**src/rtl/hazard_tracker.sv**
```systemverilog
// hazard_tracker: E/M/W write scoreboard for a 5-stage MIPS pipeline.
// In: D-stage decode (rs/rt, tuse, a3, rfwr, tnew). Out: stall, fwd selects, stall_cnt.
module hazard_tracker #(
    parameter int REG_AW = 5,
    parameter int CNT_W  = 32
) (
    input  logic              clk,
    input  logic              reset,
    input  logic              d_valid,
    input  logic [REG_AW-1:0] d_rs,
    input  logic [REG_AW-1:0] d_rt,
    input  logic [1:0]        d_tuse_rs,
    input  logic [1:0]        d_tuse_rt,
    input  logic [REG_AW-1:0] d_a3,
    input  logic              d_rfwr,
    input  logic [1:0]        d_tnew,
    output logic              stall,
    output logic [1:0]        fwd_d_rs,
    output logic [1:0]        fwd_d_rt,
    output logic [1:0]        fwd_e_rs,
    output logic [1:0]        fwd_e_rt,
    output logic [1:0]        fwd_m_rt,
    output logic [CNT_W-1:0]  stall_cnt
);

    typedef struct packed {
        logic              valid;
        logic [REG_AW-1:0] a3;
        logic [1:0]        tnew;
        logic [REG_AW-1:0] rs;
        logic [REG_AW-1:0] rt;
    } rec_t;

    rec_t e_q, m_q, w_q;
    rec_t e_d;
    logic stall_rs, stall_rt;

    function automatic logic writes(rec_t r, logic [REG_AW-1:0] a);
        return r.valid && (r.a3 == a) && (a != '0);
    endfunction

    // Advance one stage: result gets one cycle closer, floor at 0.
    function automatic rec_t shift(rec_t r);
        rec_t o;
        o = r;
        o.tnew = (r.tnew == 2'd0) ? 2'd0 : r.tnew - 2'd1;
        return o;
    endfunction

    // Only the youngest writer matters; W is always ready.
    function automatic logic op_stall(rec_t e, rec_t m,
                                      logic [REG_AW-1:0] x,
                                      logic [1:0] tuse);
        logic s;
        s = 1'b0;
        if (tuse == 2'd3 || x == '0)
            s = 1'b0;
        else if (writes(e, x))
            s = (e.tnew > tuse);
        else if (writes(m, x))
            s = (m.tnew > tuse);
        return s;
    endfunction

    // An unready younger match blocks older ones (stall covers it).
    function automatic logic [1:0] sel_d(rec_t e, rec_t m, rec_t w,
                                         logic [REG_AW-1:0] x);
        logic [1:0] s;
        s = 2'd0;
        if (writes(e, x))
            s = (e.tnew == 2'd0) ? 2'd1 : 2'd0;
        else if (writes(m, x))
            s = (m.tnew == 2'd0) ? 2'd2 : 2'd0;
        else if (writes(w, x))
            s = 2'd3;
        return s;
    endfunction

    function automatic logic [1:0] sel_e(rec_t m, rec_t w,
                                         logic [REG_AW-1:0] x);
        logic [1:0] s;
        s = 2'd0;
        if (writes(m, x))
            s = (m.tnew == 2'd0) ? 2'd2 : 2'd0;
        else if (writes(w, x))
            s = 2'd3;
        return s;
    endfunction

    always_comb begin
        stall_rs = op_stall(e_q, m_q, d_rs, d_tuse_rs);
        stall_rt = op_stall(e_q, m_q, d_rt, d_tuse_rt);
        stall    = d_valid & (stall_rs | stall_rt);
        e_d      = '0;
        if (!stall) begin
            e_d.valid = d_valid;
            e_d.a3    = d_rfwr ? d_a3 : '0;
            e_d.tnew  = d_tnew;
            e_d.rs    = d_rs;
            e_d.rt    = d_rt;
        end
    end

    assign fwd_d_rs = sel_d(e_q, m_q, w_q, d_rs);
    assign fwd_d_rt = sel_d(e_q, m_q, w_q, d_rt);
    assign fwd_e_rs = sel_e(m_q, w_q, e_q.rs);
    assign fwd_e_rt = sel_e(m_q, w_q, e_q.rt);
    assign fwd_m_rt = writes(w_q, m_q.rt) ? 2'd3 : 2'd0;

    always_ff @(posedge clk) begin
        if (reset) begin
            e_q       <= '0;
            m_q       <= '0;
            w_q       <= '0;
            stall_cnt <= '0;
        end else begin
            e_q <= e_d;
            m_q <= shift(e_q);
            w_q <= shift(m_q);
            if (stall)
                stall_cnt <= stall_cnt + CNT_W'(1);
        end
    end

    // Fields kept for record completeness but never read.
    logic unused;
    assign unused = ^{w_q.tnew, w_q.rs, w_q.rt, m_q.rs};

endmodule

```
**config.mk**
```make
export PLATFORM = sky130hd
export DESIGN_NAME = hazard_tracker
export DESIGN_NICKNAME = d
export VERILOG_FILES = /design/src/rtl/hazard_tracker.sv
export SDC_FILE = /design/constraint.sdc
export NUM_CORES = 1
export LEC_CHECK = 0
export CORE_MARGIN = 4
export CORE_UTILIZATION = 58
export DETAILED_ROUTE_END_ITERATION = 6
export GPL_ROUTABILITY_DRIVEN = 0
export PLACE_DENSITY = 0.86
export SKIP_LAST_GASP = 1
export SLEW_MARGIN = 20
export SYNTH_ARGS = -nofsm -noshare
export SYNTH_HDL_FRONTEND = slang
export SYNTH_SLANG_ARGS = --single-unit
```
**constraint.sdc**
```tcl
create_clock -name clk -period 5.2 [get_ports clk]
set_input_delay 1.04 -clock clk [delete_from_list [all_inputs] [get_ports clk]]
set_output_delay 1.04 -clock clk [all_outputs]
set_load 0.1 [all_outputs]
```
== After elaboration in Yosys (flattened, before gate mapping) ==
Cells that the tools add are included.
Word-level totals
  flip-flop bits (word level): 69
  bits of input ports: 25
  output and inout bits: 43
  logic and storage cells: 89
Cells by class
  add/sub/neg operators: 2
  magnitude comparators: 4
  equality and inequality tests: 13
  muxes and demuxes: 19
  bitwise gates (word level): 3
  reduce and logical (&&, ||, !) cells: 36
Operator list (count)
  5-bit equality test: 11
  32-bit by 1-bit adder with 32-bit output, second input constant: 1
  5-bit nonzero test: 5
  2-bit two-way mux: 12
  1-bit logical AND: 22
  5-bit logical NOT: 2
  2-bit > comparator: 4
  1-bit two-way mux: 7
  2-bit equality test, second input constant: 2
  2-bit logical NOT: 2
  2-bit OR reduction: 2
  3-bit OR reduction: 1
  1-bit logical OR: 2
  2-bit by 1-bit subtractor with 2-bit output, second input constant: 1
  1-bit AND: 1
  1-bit NOT: 1
  1-bit OR: 1

== Depth between registers and ports, before layout ==
  depth after elaboration: 9
  mapped depth: 10
  gate-level depth less buffers: 8

== Worst setup path after synthesis ==
No wires, ideal clock.
  path type: input to output
  start point: input d_rt[1]
  end point: output fwd_d_rt[1]
  data arrival time: 3.468 ns
  required time: 4.160 ns
  path slack: 0.692 ns
  stages on the path: 6
  path buffers: 0
  path through: or4_1 > nor2_4 > nor3_1 > nor4_1 > a21oi_1 > nor2_1
Between the ends
  cells in the longest elaborated chain, start to end: 6
  elaborated cells between the ends (all ways): 13
  those cells by class: eq/ne (3); mux (3); reduce/logical (7)
Ends and longest elaborated chain
  from (decl): line 11  | input logic [REG_AW-1:0] d_rt,
  5-bit equality test: line 39  | return r.valid && (r.a3 == a) && (a != '0);
  1-bit logical AND (2 in a row): line 39
  2-bit two-way mux: line 74  | else if (writes(w, x))
  2-bit two-way mux: line 72  | else if (writes(m, x))
  2-bit two-way mux (*): line 70  | if (writes(e, x))
  to (decl): line 19  | output logic [1:0] fwd_d_rt,
Mark *: on every way between the ends. The rest lies on a longest branch, timed or not.

== Final worst setup path ==
  start point: input d_rt[3]
  end point: output stall
Between the ends
  cells in the longest elaborated chain, start to end: 8
  elaborated cells between the ends (all ways): 14
  those cells by class: eq/ne (2); mux (3); bitwise (2); reduce/logical (7)
Ends and longest elaborated chain
  5-bit equality test: line 39
  1-bit logical AND (2 in a row): line 39
  1-bit two-way mux: line 60  | else if (writes(m, x))
  1-bit two-way mux: line 58  | else if (writes(e, x))
  1-bit two-way mux (*): line 56  | if (tuse == 2'd3 || x == '0)
  1-bit OR (*): line 93  | stall = d_valid & (stall_rs | stall_rt);
  1-bit AND (*): line 93
  to (decl): line 17  | output logic stall,
Marks and branches as above.

==> results.cfg <==
[timing]
timing.final.setup_violations = 0
fin_setup_tns_ns = 0
slew_violations = 0
post-route-min-period_ns = 4.64
rsz0062_at_grt = no
worst_slew_pin_slew_ns = 1.08
post-route-worst-setup-slack_ns = 0.561
min_period_over_period_pct = 89.2
fin_worst_skew_ns = 0.00902
timing_hold_violations_final = 0
slew_headroom_pct = 27.7
timing.fmax_mhz = 216

[placed_design]
io_buffers = 67
place.detailed.hpwl_mm = 7.44
post_place_cells = 598
dp_worst_setup_slack_ns = 0.553

[finish]
final_cell_mix = sky130_fd_sc_hd__dfxtp_1 (69), sky130_fd_sc_hd__clkdlybuf4s50_1 (61), sky130_fd_sc_hd__nor2b_1 (50), sky130_fd_sc_hd__xnor2_1 (39), sky130_fd_sc_hd__nor2_1 (37)
num-nets-final = 548
flow.area_growth_from_synthesis_pct = 21.6
instances_no_fill = 614
num_antenna_cells = 0
drive_gt1_share_pct = 10.0
postLayoutCoreUtil_pct = 73.4
layout.cells.most_common = sky130_fd_sc_hd__dfxtp_1
fillCellCount = 530

[critical_path]
setup.worst_path.end_class = output pin
setup.worst_path.start_class = input port
crit_path_max_incr_delay_ns = 0.75
worst_path_max_delay_cell = sky130_fd_sc_hd__a22oi_4
worst-setup-path-type = input port to output pin
worstPathMaxFanout = 27
critPathRequiredTime_ns = 4.16
critPathArrivalTime_ns = 3.60
cp_cell_sequence = clkdlybuf4s50_1 -> xor2_1 -> nor4_1 -> a31oi_1 -> a22oi_4 -> nand2_4 -> buf_12

[global_route]
grt_busiest_layer = met2
use_met3_pct = 5.44
grt_overflow = 0
global_route.usage.met1_pct = 33.1
grt_start_max_net_pins = 62
number_of_global_route_vias_before_repair = 3590
grt_pass1_wl_mm = 17.7
antenna_violations_before_repair = 0
grt_use_met2_pct = 43.0
track_usage_pct = 26.0

[synthesis]
ys.warnings.count = 0
synth_compound_gate_area_share_pct = 9.23
yosysSeqAreaShare_pct = 33.3
netlist-cell-type-count = 50
synthMuxAreaShare_pct = 9.02
number_of_synthesized_flops_with_an_enable_pin = 0
synth-adder-area-share_pct = 3.02
syn-num-nets = 498
mappedNetlistArea_um2 = 4150
ys_flop_type = sky130_fd_sc_hd__dfxtp_1
post_syn_area_per_cell_um2 = 8.96
synth_cells = 463
synth_async_sr_flop_share_pct = 0
synth_xor_area_share_pct = 11.4
postSynthRegisterBits = 69
synth_top_family_by_area = simple AND/OR/NAND/NOR gates
post_synth_and_or_nand_nor_area_fraction_pct = 29.8

[floorplan]
floorplan.die_area_um2 = 8570
die_width_um = 92.6
ports_placed_on_the_boundary = 68
die_span_in_y_um = 92.6
std_cell_core_area_um2 = 6870
start_util_pct = 60.4
std_cell_rows = 30

[route]
via_count = 3623
number_of_detailed_routing_iterations_run_before_antenna_repair = 5
ant_nets = 0
average_vias_per_placed_instance = 5.90
dr.first_iter.drc_count = 234
route.final.wire_length_mm = 10.5
drt_drc_violations_left = 0
wl_per_cell_um = 17.1

[clock_tree]
cts-htree-levels = 3
path_clk_slew_ns = 0.08
clock_tree_from_tritoncts = built
hold_buffer_count_at_cts = 0
cts_made_buffers = 9
cts-root-to-sink-buffers = 2
root_buffer = sky130_fd_sc_hd__clkbuf_8
cts_repair_resize_count = 0
tritoncts_num_sinks = 69
cts_setup_buffers = 0
clock_insertion_delay_worst_skew_ns = 0.36

[pwr]
static-leakage-power_nw = 1.93
pwr_density_cell_nw_per_um2 = 228
final_total_pwr_mw = 1.15
ir_drop_mv = 0.161

[run_status]
run_status = finished, final reports clean

[flow_run]
timing.max_cap.violations = 0

[min_path]
hold_path.class = register to register
[path summary, 6_finish.rpt]
| check | startpoint | endpoint | slack [ns] | cells after the start |
|---|---|---|---|---|
| worst min-delay path | e_q[10] | m_q[10] | 0.44 | 1 |
| worst max register to register | e_q[13] | e_q[12] | 2.37 | 7 |
| worst min register to register | e_q[10] | m_q[10] | 0.44 | 1 |
| worst max-delay path | d_rt[3] | stall | 0.56 | 7 |
[routing by layer]
| metal | up-vias | wire [um] | share of wire, % |
|---|---|---|---|
| met3 | 31 | 644 | 6.1 |
| li1 | 1722 | - | - |
| met5 | - | 0 | 0 |
| met1 | 1735 | 4490 | 43 |
| met2 | 135 | 5040 | 48 |
| met4 | 0 | 325 | 3.1 |
[metrics by stage]
stage | area (um^2) | hold WS [ns]
2_1_floorplan | 4150 | 0.397
6_report | 5040 | 0.439
4_1_cts | 5040 | 0.448
3_5_place_dp | 4840 | 0.423
3_3_place_gp | 4840 | 0.424
5_1_grt | 5040 | 0.474
[power by group]
| group | leakage (nW) | switching (mW) | internal, mW | total, mW |
|---|---|---|---|---|
| registers | 0.562 | 0.0157 | 0.540 | 0.556 |
| clock network | 0.103 | 0.227 | 0.238 | 0.465 |
| logic | 1.26 | 0.0666 | 0.0614 | 0.128 |
| total | 1.93 | 0.309 | 0.839 | 1.15 |
[cells by family (layout without fill, tap and decap cells)]
family | count (synthesis) | count (layout)
AOI/OAI and AO/OA | 50 | 50
buffers and inverters | 39 | 94
adders and majority gates | 10 | 10
and+or+nand+nor | 208 | 208
xor gates and xnor gates | 54 | 54
muxes | 33 | 33
DFF | 69 | 69
[critical path: cells and delay by family]
family / cells / cell delay [ns]
AND/OR/NAND/NOR: 2 / 0.65
AO/OA/AOI/OAI: 2 / 0.98
XOR/XNOR: 1 / 0.19
buffers and inverters: 2 / 0.72
[cells in the mapped netlist (all sizes together), types with 8 or more instances]
cell,count,area share (%)
ha,10,3.0
inv,8,0.72
nor3b,11,2.8
clkbuf,20,1.8
nor2,38,3.6
xor2,15,3.2
nand3,20,2.4
and3,10,1.5
nor4,11,1.8
nand4,16,2.6
nand2,20,2.0
nor2b,50,7.5
xnor2,39,8.2
buf,11,1.7
dfxtp,69,33
nor3,11,1.6
a21oi,25,3.0
mux2,32,8.7
[flip-flops by register name, indices dropped and copies added, names as in the netlist]
| register | count |
|---|---|
| stall_cnt | 32 |
| e_q | 18 |
| m_q | 13 |
| w_q | 6 |
[layout make-up]
type	instances	area, um^2	share of cell area, %
clock buffer	10	138	2.73
clock inverter	6	68.8	1.36
inverter	8	30.0	0.595
multi-input combinational	355	2590	51.4
sequential	69	1380	27.4
tap	96	120	2.38
timing repair buffer	70	713	14.1
No activity file was read; power rests on OpenSTA's default activity.
